**src/rtl/dxm_interrupt_low_pkg.sv**
```systemverilog
// Shared helpers for the dxm_interrupt_low status/mask controller.
// Holds the sticky-bit next-state rule used by each per-source cell.
package dxm_interrupt_low_pkg;

    localparam int DXM_INT_MAX_WIDTH = 32;

    // Set beats clear so an event arriving alongside a W1C is never lost.
    function automatic logic sticky_next(input logic cur, input logic set, input logic clr);
        return set | (cur & ~clr);
    endfunction

endpackage

```
**src/rtl/dxm_interrupt_low_bit.sv**
```systemverilog
// One sticky interrupt status bit with set-over-clear priority and its
// masked request contribution.
module dxm_int_bit
    import dxm_interrupt_low_pkg::*;
(
    input  logic clk,
    input  logic rst,
    input  logic evt_1p,
    input  logic clr_1p,
    input  logic mask_bit,
    output logic status_bit,
    output logic req_bit
);

    always_ff @(posedge clk) begin
        if (rst) status_bit <= 1'b0;
        else     status_bit <= sticky_next(status_bit, evt_1p, clr_1p);
    end

    assign req_bit = status_bit & ~mask_bit;

endmodule

```
**src/rtl/dxm_interrupt_low.sv**
```systemverilog
// Interrupt status/mask controller: WIDTH sticky sources, W1C clear, one int_req.
// Define DXM_INT_REQ_REG_EN to register int_req (one extra cycle of latency).
module dxm_interrupt_low
    import dxm_interrupt_low_pkg::*;
#(
    parameter int WIDTH = 4
) (
    input  logic             clk,
    input  logic             rst,
    input  logic [WIDTH-1:0] r_din,
    input  logic             clr_status_1p,
    input  logic [WIDTH-1:0] events_1p,
    input  logic [WIDTH-1:0] mask,
    output logic [WIDTH-1:0] status,
    output logic             int_req
);

    logic [WIDTH-1:0] req_vec;

    for (genvar i = 0; i < WIDTH; i++) begin : g_bit
        dxm_int_bit u_bit (
            .clk        (clk),
            .rst        (rst),
            .evt_1p     (events_1p[i]),
            .clr_1p     (clr_status_1p & r_din[i]),
            .mask_bit   (mask[i]),
            .status_bit (status[i]),
            .req_bit    (req_vec[i])
        );
    end

`ifdef DXM_INT_REQ_REG_EN
    always_ff @(posedge clk) begin
        if (rst) int_req <= 1'b0;
        else     int_req <= |req_vec;
    end
`else
    // Combinational so an unmask of an already-pending source is seen at once.
    assign int_req = |req_vec;
`endif

endmodule

```
**config.mk**
```make
export PLATFORM = sky130hd
export DESIGN_NAME = dxm_interrupt_low
export DESIGN_NICKNAME = d
export VERILOG_FILES = /design/src/rtl/dxm_interrupt_low_pkg.sv /design/src/rtl/dxm_interrupt_low_bit.sv /design/src/rtl/dxm_interrupt_low.sv
export SDC_FILE = /design/constraint.sdc
export NUM_CORES = 1
export LEC_CHECK = 0
export BUFFER_PORTS_ARGS = -buffer_cell sky130_fd_sc_hd__buf_2
export CAP_MARGIN = 40
export CORE_AREA = 2 2 39 41
export DETAILED_ROUTE_END_ITERATION = 10
export DIE_AREA = 0 0 41 43
export GPL_TIMING_DRIVEN = 1
export SETUP_SLACK_MARGIN = 0.15
export SLEW_MARGIN = 20
export SYNTH_ARGS = -nofsm -noshare
export SYNTH_HDL_FRONTEND = slang
export SYNTH_SLANG_ARGS = --single-unit
export TNS_END_PERCENT = 100
```
**constraint.sdc**
```tcl
create_clock -name clk -period 1.5 [get_ports clk]
set_input_delay 0.375 -clock clk [delete_from_list [all_inputs] [get_ports clk]]
set_output_delay 0.375 -clock clk [all_outputs]
set_load 0.05 [all_outputs]
```
==> flow_summary_export.csv <==
group,metric,value,unit
worst_setup_path,critPathMaxFanout,3,
synth,synth_top_area_cell,"dfxtp_1",
clocking,post_cts_buffers,0,
cells_and_area,drive_gt1_share,55.8,%
timing,finalCritPeriodShare,88.5,%
clocking,postCtsHoldBufs,0,
worst_setup_path,path_cells,"inv_1 -> o2111ai_2 -> buf_6",
power_and_ir_drop,irDropWorstVdd,664,uV
worst_setup_path,crit_path_max_incr_delay,0.32,ns
worst_setup_path,crit_buf_inv,2,
timing,worstMarginPinSlew,0.249,ns
cells_and_area,seq_area,81.3,um^2
global_routing,grt_pass1_vias,160,
route,num_vias,222,
floorplanning,die-area,1760,um^2
synth,synth.avg_cell_area,8.26,um^2
clocking,clkSlewWorstSetupHoldPaths,0.04,ns
route,routed_wl,515,um
synth,synth_top_area_share,38.8,%
cells_and_area,fin_nets,60,
timing,holdWs,0.331,ns
global_routing,grt_pass1_wl,600,um
synth,synth.net_count,40,
floorplanning,core-area,1380,um^2
floorplanning,num_rows,14,
timing,rsz0062_at_grt,"true",
cells_and_area,syn2layout_area_growth,58.8,%
floorplanning,die_w,41,um
synth,synthCells,25,
route,wl_per_cell,8.73,um
route,via_per_inst,3.76,
placement,placed_cell_area,298,um^2
clocking,htree_levels,1,
timing,hold_viol_final,0,
worst_setup_path,path_class,"flop to output pin",
flow_run,cap_viol_max_count,0,
worst_setup_path,critPathCaptureType,"output pin",
global_routing,antenna_found_initial,0,
cells_and_area,diodes,0,
worst_setup_path,r2r_slack,0.81,ns
worst_setup_path,cp_slowest_cell,"dfxtp_2",
clocking,cts_root_buf,"clkbuf_4",
min_path,hp-class,"input pin to flop",
synth,ys_types,7,
power_and_ir_drop,leakage,0.000174,uW
cells_and_area,top_regs,"g_bit.u_bit.status_bit: 4 flops",
clocking,cts_tree,"yes",
timing,maxSlewViolCount,0,
cells_and_area,fin_util,23.7,%
synth,yosysSeqAreaShare,38.8,%
placement,dp_hpwl,419,um
cells_and_area,multi_input_area,83.8,um^2
route,ant_nets,0,
floorplanning,io_pins,20,
worst_setup_path,cp.arrival,0.95,ns
worst_setup_path,start_kind,"flop",
synth,synthesis.area,206,um^2
floorplanning,die_y,43,um
floorplanning,start_util,14.9,%
global_routing,grt_overflow,0,
synth,synth.ff_latch_count,4,
timing,min_period,1.33,ns
synth,synth.area.top_cells,"dfxtp_1 (39%), a311oi_1 (17%), buf_4 (15%)",
clocking,cts_buffer_depth,2,
clocking,cts_sinks,4,
cells_and_area,post-route-cell-area,328,um^2
timing,totalNegativeSetupSlack,0,ns
outcome,status,"finished, final reports clean",
timing,final.setup.worst_slack,0.173,ns
global_routing,grt.total_usage,5.73,%
placement,post-place-ws,0.146,ns
cells_and_area,largest_register_ffs,4,
route,firstDrtPassIters,2,
worst_setup_path,crit_family,"flip-flops",
route,first_iter_violations,3,
timing,finClkSkew,0,ns
synth,synth_warnings,0,
placement,io_buffer_count,19,
cells_and_area,top_register,"g_bit.u_bit.status_bit",
clocking,insertion_delay,0.23,ns
global_routing,grt_start_max_net_pins,5,
worst_setup_path,cp.required,1.12,ns
timing,max_slew_margin,83.5,%
cells_and_area,fillers,148,
placement,gp_congestion,0.653,
timing,setup_viol,0,
power_and_ir_drop,p_per_area,1070,nW/um^2
clocking,numCtsBuffers,3,
timing,fmax,753,MHz
route,drc_errors,0,
area by class of cell:
cell class              instances  share of cell area (%)
well taps                      16                    6.11
inverters                       5                    5.73
repair buffers                 19                    30.9
clock buffers                   3                    6.87
multi-input cells              12                    25.6
flip-flops and latches          4                    24.8
final timing paths:
path	cells past startpoint	endpoint	startpoint
worst max-delay path	3	int_req	g_bit[3].u_bit.status_bit$_SDFF_PP0_
worst min-delay path	2	g_bit[3].u_bit.status_bit$_SDFF_PP0_	r_din[3]
worst max register to register	2	g_bit[0].u_bit.status_bit$_SDFF_PP0_	g_bit[0].u_bit.status_bit$_SDFF_PP0_
worst min register to register	2	g_bit[3].u_bit.status_bit$_SDFF_PP0_	g_bit[3].u_bit.status_bit$_SDFF_PP0_
where the power goes:
group / total (uW) / internal [uW] / switching (uW)
registers: 122 / 116 / 6.50
logic: 97.7 / 35.8 / 61.9
clock network: 129 / 89.2 / 40.1
total: 349 / 241 / 108
cells in the mapped netlist:
cell       count
inv_1          5
a311oi_1       4
buf_4          4
dfxtp_1        4
nor2_1         4
nand2b_1       3
o2111ai_1      1
worst register-to-register path, cell delays in order, from the launching register on:
cell	delay, ns
dfxtp_1	0.36
nor2_1	0.06
a311oi_1	0.17
cell families (layout without fill, tap and decap cells):
kind of cell	count (synthesis)	after routing	synth area share [%]
compound gates	5	5	21.2
buf+inv	9	27	23.6
flops	4	4	38.8
simple gates	7	7	16.4
layer usage:
| layer | wire (um) | GRT usage [%] |
|---|---|---|
| met3 | 75 | 6.28 |
| met2 | 210 | 6.25 |
| met4 | 0 | 4.00 |
| met1 | 229 | 6.15 |
| met5 | 0 | 0 |
cell usage in the layout, fill, tap and decap left out:
master	count
buf_2	18
buf_6	1
clkbuf_4	3
nor2_1	4
inv_1	5
dfxtp_2	1
nand2b_1	3
o2111ai_2	1
dfxtp_1	3
a311oi_1	4
per-stage QoR:
| step | power (uW) | std cells |
|---|---|---|
| CTS | 356 | 59 |
| global route | 377 | 59 |
| finish | 349 | 59 |
| detailed placement | 217 | 56 |
| global placement | 216 | 56 |
| floorplan | 193 | 25 |
what timing repair did:
action                                  in CTS  in global routing
gates resized for setup                      3                  0
endpoints found under the setup margin       1                  1
pin swaps                                    1                  0
(Power assumes the default switching activity.)
